`src/rtl/nbody_csr.sv`:
```
`default_nettype none
// ============================================================================
// nbody_csr : Avalon-MM register front end and run sequencer for n-body core
// Rev 1.0   : initial release
// ============================================================================
module nbody_csr #(
   parameter int MAX_BODIES = 512,
   parameter int ADDR_WIDTH = 16
) (
   input  logic                  clk,
   input  logic                  rst,
   input  logic                  chipselect,
   input  logic                  write,
   input  logic                  read,
   input  logic [ADDR_WIDTH-1:0] addr,
   input  logic [63:0]           writedata,
   output logic [63:0]           readdata,
   output logic [9:0]            n_bodies,
   output logic [31:0]           gap,
   output logic                  go,
   output logic                  snap,
   output logic                  body_we,
   output logic [2:0]            body_field,
   output logic [8:0]            body_idx,
   output logic [63:0]           body_wdata,
   output logic                  mem_rd_en,
   output logic                  mem_rd_sel,
   output logic [8:0]            mem_rd_idx,
   input  logic [63:0]           mem_rd_data,
   input  logic                  core_done
);

   localparam logic [6:0] c_SEL_GO     = 7'h00;
   localparam logic [6:0] c_SEL_READ   = 7'h01;
   localparam logic [6:0] c_SEL_NB     = 7'h02;
   localparam logic [6:0] c_SEL_GAP    = 7'h08;
   localparam logic [6:0] c_SEL_DONE   = 7'h40;
   localparam logic [6:0] c_SEL_RX     = 7'h41;
   localparam logic [6:0] c_SEL_RY     = 7'h42;
   localparam logic [6:0] c_SEL_STATUS = 7'h43;

   typedef enum logic [1:0] {
      S_IDLE    = 2'd0,
      S_RUNNING = 2'd1,
      S_DONE    = 2'd2
   } state_t;

   state_t        state_q, state_d;
   logic [9:0]    n_bodies_q;
   logic [31:0]   gap_q;
   logic [15:0]   drop_q;
   logic          go_q, snap_q, body_we_q;
   logic [2:0]    body_field_q;
   logic [8:0]    body_idx_q;
   logic [63:0]   body_wdata_q;
   logic          rd_pend_q, rd_mem_q;
   logic [63:0]   rd_val_q, readdata_q;

   logic [6:0]    w_sel;
   logic [8:0]    w_idx;
   logic          w_wr, w_rd, w_running, w_is_body, w_is_pos;
   logic          w_go_req, w_go_ok, w_snap_req, w_body_ok, w_drop;
   logic [9:0]    w_nb_clamped;
   logic [63:0]   w_rd_val;

   assign w_sel     = addr[15:9];
   assign w_idx     = addr[8:0];
   // A write wins over a simultaneous read; the read is dropped silently.
   assign w_wr      = chipselect & write;
   assign w_rd      = chipselect & read & ~write;
   assign w_running = (state_q == S_RUNNING);
   assign w_is_body = (w_sel >= 7'h03) && (w_sel <= 7'h07);
   assign w_is_pos  = (w_sel == c_SEL_RX) || (w_sel == c_SEL_RY);

   assign w_go_req   = w_wr && (w_sel == c_SEL_GO) && writedata[0];
   assign w_go_ok    = w_go_req && !w_running && (n_bodies_q >= 10'd2);
   assign w_snap_req = w_wr && (w_sel == c_SEL_READ) && writedata[0];
   assign w_body_ok  = w_wr && w_is_body && !w_running;
   assign w_drop     = (w_go_req && !w_go_ok)
                     || (w_wr && w_is_body && w_running)
                     || (w_snap_req && w_running)
                     || (w_rd && w_is_pos && w_running);

   assign w_nb_clamped = (writedata > 64'(MAX_BODIES)) ? 10'(MAX_BODIES) : writedata[9:0];

   assign mem_rd_en  = w_rd && w_is_pos && !w_running;
   assign mem_rd_sel = (w_sel == c_SEL_RY);
   assign mem_rd_idx = w_idx;

   always_comb begin
      state_d = state_q;
      case (state_q)
         S_IDLE, S_DONE: if (w_go_ok)   state_d = S_RUNNING;
         S_RUNNING:      if (core_done) state_d = S_DONE;
         default:        state_d = S_IDLE;
      endcase
   end

   always_ff @(posedge clk) begin
      if (rst) state_q <= S_IDLE;
      else     state_q <= state_d;
   end

   // Register-sourced replies are captured at request time; memory data a cycle later.
   always_comb begin
      w_rd_val = '0;
      case (w_sel)
         c_SEL_DONE:   w_rd_val = {63'b0, state_q == S_DONE};
         c_SEL_STATUS: w_rd_val = {44'b0, drop_q, 2'b0, state_q};
         default:      w_rd_val = '0;
      endcase
   end

   always_ff @(posedge clk) begin
      if (rst) begin
         n_bodies_q   <= '0;
         gap_q        <= '0;
         drop_q       <= '0;
         go_q         <= 1'b0;
         snap_q       <= 1'b0;
         body_we_q    <= 1'b0;
         body_field_q <= '0;
         body_idx_q   <= '0;
         body_wdata_q <= '0;
         rd_pend_q    <= 1'b0;
         rd_mem_q     <= 1'b0;
         rd_val_q     <= '0;
         readdata_q   <= '0;
      end else begin
         go_q      <= w_go_ok;
         snap_q    <= w_snap_req && !w_running;
         body_we_q <= w_body_ok;
         if (w_body_ok) begin
            body_field_q <= w_sel[2:0];
            body_idx_q   <= w_idx;
            body_wdata_q <= writedata;
         end
         if (w_wr && (w_sel == c_SEL_NB))  n_bodies_q <= w_nb_clamped;
         if (w_wr && (w_sel == c_SEL_GAP)) gap_q      <= writedata[31:0];
         if (w_drop && (drop_q != 16'hFFFF)) drop_q <= drop_q + 16'd1;

         rd_pend_q <= w_rd;
         rd_mem_q  <= mem_rd_en;
         rd_val_q  <= w_rd_val;
         if (rd_pend_q) readdata_q <= rd_mem_q ? mem_rd_data : rd_val_q;
      end
   end

   assign readdata   = readdata_q;
   assign n_bodies   = n_bodies_q;
   assign gap        = gap_q;
   assign go         = go_q;
   assign snap       = snap_q;
   assign body_we    = body_we_q;
   assign body_field = body_field_q;
   assign body_idx   = body_idx_q;
   assign body_wdata = body_wdata_q;

endmodule
`default_nettype wire

```
`config.mk`:
```
export PLATFORM = sky130hd
export DESIGN_NAME = nbody_csr
export DESIGN_NICKNAME = d
export VERILOG_FILES = /design/src/rtl/nbody_csr.sv
export SDC_FILE = /design/constraint.sdc
export NUM_CORES = 1
export LEC_CHECK = 0
export CORE_MARGIN = 1
export CORE_UTILIZATION = 48
export CTS_BUF_LIST = sky130_fd_sc_hd__clkbuf_2
export DETAILED_ROUTE_END_ITERATION = 8
export HOLD_SLACK_MARGIN = 0.06
export PLACE_DENSITY = 0.94
export SLEW_MARGIN = 0
export SYNTH_ARGS = -nofsm -noshare
export SYNTH_HDL_FRONTEND = slang
export SYNTH_SLANG_ARGS = --single-unit
```
`constraint.sdc`:
```
create_clock -name clk -period 2.9 [get_ports clk]
set_input_delay 0.435 -clock clk [delete_from_list [all_inputs] [get_ports clk]]
set_output_delay 0.435 -clock clk [all_outputs]
set_load 0.005 [all_outputs]
```
==> qor.yml, run 1 <==
die_h_um: 134
yosys_register_bits: 223
fin_skew_ps: 39.3
switchingPower_w: 0.00140
ctsRootBufferMaster: "clkbuf_2"
drt-initial-drc-count: 359
grt_start_max_net_pins: 99
post-dp-hpwl_mm: 19.3
clock_insertion_delay_worst_skew_ps: 790
cts.sinks: 223
async_reset_ff_share_pct: 0
grt.total_usage_pct: 29.2
cp-start-kind: "primary input"
finalWorstSetupSlack_ps: 183
p_leak_nw: 4.36
drive_gt1_share_pct: 8.60
rows: 48
core-area_um2: 17200
synth_top_area_cell: "dfxtp_1"
synthFlopType: "dfxtp_1"
post-place-ws_ps: 149
synth_nets: 1155
antenna_found_initial: 1
yosysWarnings: 0
hold_viol: 0
gp_congestion: 0.926
grt.overflow.total: 0
arrival_ps: 2280
cts_buffers: 55
dr_total_vias: 8444
synth_cell_types: 47
grt_pass1_vias: 8337
fin_tns_setup_ps: 0
worst_pin_slew_ps: 818
syn_area_um2: 8400
rsz0062_at_grt: "false"
endpoint_kind: "primary output"
setup_viol: 0
power_per_cell_area_nw_per_um2: 437
hold_class: "primary input to register"
status: "completed"
cp.required_ps: 2470
avgSynthCellArea_um2: 8.37
yosysMostFrequentCell: "nand2_1"
vias_per_cell: 5.24
period_needed_ps: 2720
critPathMaxFanout: 3
slew_violations: 0
place.port_buffers: 345
max-slew-margin-rel_pct: 45.5
wirelength_mm: 27.3
internal_power_w: 0.00404
path_clk_slew_ps: 110
crit_chain: "clkdlybuf4s50_1 > nor4_1 > nand4_1 > nor2_1 > clkdlybuf4s50_1"
power_frac_comb_pct: 7.5
start_util_pct: 48.9
path_class: "primary input to primary output"
pin_count: 346
fmax_mhz: 368
cpMostUsedCell: "clkdlybuf4s50_1"
synth_edf_count: 0
syn_to_final_growth_pct: 48.2
ys_seq_area_share_pct: 53.1
drc: 0
synth.top_cell.area_share_pct: 53.1
cp_slowest_cell: "clkdlybuf4s50_1"
die_area_um2: 18000
detail-route-antenna-nets: 0
drt-pass1-iter-count: 5
fin_crit_sh_pct: 93.7
pwr-share-seq_pct: 56.7
cap_violations: 0
p_sw_share_pct: 25.7
ir_worst_vdd_mv: 0.385
cts_max_level: 2
rr_worst_depth: 6
tritoncts: "built"
clockPowerShare_pct: 35.8
ys_top_cells_by_count: "229 x nand2_1, 223 x dfxtp_1, 165 x a21oi_1"
fp.dieW_um: 134
slowest_delay_ps: 530
holdPathStages: 3
nets: 1500
synthCells: 1004
wire_per_inst_um: 16.9
cts.path.max_buffers: 3
grt_pass1_wl_mm: 41.7
synthTopCellsByArea: "dfxtp_1 53%, nand2_1 10%, a21oi_1 9.8%, nor2_1 4.0%, nor2b_1 4.0%"
-- path summary, 6_finish.rpt --
check                                       to  slack, ps            from
worst max-delay path                 mem_rd_en        180        addr[11]
worst min-delay path            body_wdata[55]        230   writedata[55]
worst max register to register       drop_q[5]        670     n_bodies[3]
worst min register to register  body_wdata[30]        450  body_wdata[30]
-- metrics by stage --
step	hold WS, ps	cell area, µm²	instances	utilization (%)	power, W
2_1_floorplan	448	8400	1004	-	0.00325
3_3_place_gp	436	12000	1516	69.8	0.00355
3_5_place_dp	443	12000	1516	69.8	0.00355
4_1_cts	152	12400	1609	72.5	0.00548
5_1_grt	154	12400	1610	72.5	0.00568
6_report	234	12400	1610	72.5	0.00544
-- sequential cells by signal, indices dropped and copies added (netlist names), 2 cells and up --
name        flops
body_idx        9
gap            32
n_bodies       10
state_q         2
body_field      3
readdata       64
body_wdata     64
rd_val_q       18
drop_q         16
-- power groups by stage --
| stage | logic (W) | registers, W | clock network (W) |
|---|---|---|---|
| 2_1_floorplan | 0.000100 | 0.00315 | 0 |
| 3_3_place_gp | 0.000395 | 0.00315 | 0 |
| 3_5_place_dp | 0.000400 | 0.00315 | 0 |
| 4_1_cts | 0.000404 | 0.00308 | 0.00199 |
| 5_1_grt | 0.000429 | 0.00309 | 0.00216 |
| 6_report | 0.000407 | 0.00308 | 0.00194 |
-- placed cells by master, fill, tap and decap left out, types with 17 or more instances in the layout --
cell / instances
clkbuf_2: 78
mux2i_1: 19
nor4_1: 21
nor2_1: 90
clkdlybuf4s50_1: 344
nor2b_1: 54
a21oi_1: 165
buf_4: 17
a211oi_1: 18
nand2_1: 229
dfxtp_1: 222
-- layer usage --
metal / up-vias / GRT usage, % / wire [µm]
li1: 4085 / - / -
met5: - / 0 / 0
met2: 396 / 51.8 / 13500
met4: 0 / 11.8 / 766
met3: 59 / 11.1 / 2840
met1: 3904 / 31.1 / 10200
-- critical path: cells and delay by family --
family / cells / cell delay (ps)
buf+inv: 2 / 970
simple gates: 3 / 880
-- kinds of logic after synthesis --
kind of cell               count (synthesis)  synth area share, %
and+or+nand+nor                          464                 25.4
adders and majority gates                  1                0.149
AOI/OAI and AO/OA                        209                 14.0
xor gates and xnor gates                   3                0.313
muxes                                     22                 2.67
buffers and inverters                     82                 4.33
DFF                                      223                 53.1
-- repair_timing --
| action | in CTS | in global routing |
|---|---|---|
| hold endpoints to repair | 47 | 0 |
| resized for setup | 0 | 0 |
| hold buffers | 1 | 0 |
| buffers inserted | 0 | 0 |
-- cell type report --
type / instances / area [µm²]
well taps: 225 / 282
clock buffers: 78 / 390
inverters: 4 / 15.0
clock inverters: 14 / 61.3
repair buffers: 366 / 3650
flip-flops and latches: 223 / 4470
diodes: 1 / 2.50
multi-input cells: 699 / 3580
fillers: 1193 / 4730
No activity file was read; power rests on OpenSTA's default activity.
==> run 2: changes to the inputs <==
- PLACE_DENSITY: 0.94 -> 0.91
==> qor.yml, run 2 (synthesized netlist as in run 1, its figures left out) <==
grt.overflow.total: 0  # unchanged
wire_per_inst_um: 16.7  # was 16.9 µm
drt-initial-drc-count: 377  # was 359
wirelength_mm: 26.9  # was 27.3 mm
mostFrequentLayoutCells: "344 x clkdlybuf4s50_1, 229 x nand2_1, 222 x dfxtp_1"  # unchanged
slowest_delay_ps: 740  # was 530 ps
p_leak_nw: 4.34  # was 4.36 nW
cts_max_level: 2  # unchanged
endpoint_kind: "primary output"  # unchanged
gp_congestion: 0.882  # was 0.926
cts.sinks: 223  # unchanged
die_h_um: 134  # unchanged
antenna_found_initial: 1  # unchanged
cpMostUsedCell: "clkdlybuf4s50_1"  # unchanged
ctsRootBufferMaster: "clkbuf_2"  # unchanged
critPathMaxFanout: 9  # was 3
rsz0062_at_grt: "false"  # unchanged
path_class: "primary input to primary output"  # unchanged
power_per_cell_area_nw_per_um2: 434  # was 437 nW/µm²
post-dp-hpwl_mm: 18.7  # was 19.3 mm
nets: 1497  # was 1500
rows: 48  # unchanged
grt_pass1_wl_mm: 40.8  # was 41.7 mm
status: "completed"  # unchanged
grt.total_usage_pct: 28.5  # was 29.2%
hold_viol: 0  # unchanged
cts_setup_buffers: 0  # unchanged
core-area_um2: 17200  # unchanged
start_util_pct: 48.9  # unchanged
hold_class: "primary input to register"  # unchanged
slew_violations: 0  # unchanged
arrival_ps: 2380  # was 2280 ps
fmax_mhz: 356  # was 368 MHz
cap_violations: 0  # unchanged
crit_chain: "clkdlybuf4s50_1 > xor2_1 > nand4_1 > nor2_1 > clkdlybuf4s50_1"  # was clkdlybuf4s50_1 > nor4_1 > nand4_1 > nor2_1 > clkdlybuf4s50_1
cp_slowest_cell: "clkdlybuf4s50_1"  # unchanged
grt_start_max_net_pins: 77  # was 99
tritoncts: "built"  # unchanged
grt_pass1_vias: 8083  # was 8337
clock_insertion_delay_worst_skew_ps: 790  # about the same
cts.path.max_buffers: 3  # unchanged
detail-route-antenna-nets: 0  # unchanged
pin_count: 346  # unchanged
cp.required_ps: 2470  # about the same
path_delay_family: "buffers and inverters"  # unchanged
place.port_buffers: 345  # unchanged
fin_tns_setup_ps: 0  # unchanged
die_area_um2: 18000  # unchanged
path_buf_inv: 2  # unchanged
drc: 0  # unchanged
cts_buffers: 54  # was 55
fp.dieW_um: 134  # unchanged
vias_per_cell: 5.28  # was 5.24
final_common_cell: "clkdlybuf4s50_1"  # unchanged
period_needed_ps: 2810  # was 2720 ps
fin_crit_sh_pct: 97.0  # was 93.7%
max-slew-margin-rel_pct: 51.3  # was 45.5%
syn_to_final_growth_pct: 48.2  # unchanged
fin_skew_ps: 50.6  # was 39.3 ps
cp-start-kind: "primary input"  # unchanged
path_clk_slew_ps: 120  # was 110 ps
dr_total_vias: 8509  # was 8444
drt-pass1-iter-count: 5  # unchanged
setup_viol: 0  # unchanged
finalPower_w: 0.00540  # was 0.00544 W
worst_pin_slew_ps: 731  # was 818 ps
ir_worst_vdd_mv: 0.333  # was 0.385 mV
drive_gt1_share_pct: 7.94  # was 8.60%
[run 2: changes by cell type in the layout (fill, tap and decap cells not counted)]
cell	previous run	this run
clkbuf_2	78	74
clkinv_1	8	18
buf_12	3	4
buf_4	17	14
clkinv_2	4	1
[run 2: what timing repair did]
| item | CTS | global route |
|---|---|---|
| resized for setup | 0 | 0 |
| endpoints found under the setup margin | 0 | 0 |
| hold endpoints to repair | 42 | 0 |
| hold buffers | 1 | 0 |
[run 2: final timing paths]
check,startpoint,depth (start not counted),slack (ps),endpoint
worst min register to register,body_wdata[8],2,460,body_wdata[8]
worst max-delay path,addr[9],5,90,mem_rd_en
worst min-delay path,writedata[34],3,220,body_wdata[34]
worst max register to register,drop_q[7],7,720,drop_q[1]
[run 2: worst register-to-register path, cell delays in order (launching register included)]
cell and delay, ps:
dfxtp_1 450, and4_1 270, nand4_1 160, or4_4 600, nand3_4 190, buf_4 160, mux2i_1 180, nor2_1 50
[run 2: stage by stage]
stage	worst slack, ps	std cells	hold slack, ps	cell area, µm²	util [%]
after floorplan	892	1004	448	8400	-
after global placement	223	1514	437	12000	69.7
after detailed placement	142	1514	444	12000	69.7
after CTS	129	1610	155	12400	72.5
after global routing	15.6	1611	157	12400	72.5
final	87.8	1611	222	12400	72.5
[run 2: layer usage]
metal  share of wire, %  up-vias  track usage (%)  wire length [µm]
met5                  0        -                0                 0
met4                2.2        0             10.4               598
met3                 11       44             11.1              2860
met2                 49      398             50.0             13200
met1                 38     3972             31.1             10200
li1                   -     4095                -                 -
[run 2: layout make-up]
cell class                 count  area, µm²
antenna                        1       2.50
clock buffer                  74        370
clock inverter                21       83.8
fill                        1265       4730
inverter                       4       15.0
multi-input combinational    699       3580
sequential                   223       4470
tap                          225        282
timing repair buffer         364       3650
[run 2: power breakdown]
group / switching, W / internal (W) / leakage [nW] / total, W
clock: 0.00122 / 0.000692 / 0.344 / 0.00192
combinational: 0.000161 / 0.000241 / 2.20 / 0.000402
sequential: 0.00000969 / 0.00308 / 1.80 / 0.00309
total: 0.00140 / 0.00401 / 4.34 / 0.00540
==> run 3: changes to the inputs <==
- CTS_CLUSTER_DIAMETER: unset -> 200
==> results of run 3 <==
Same layout as run 2: the final DEF is identical, and so are final timing and power.
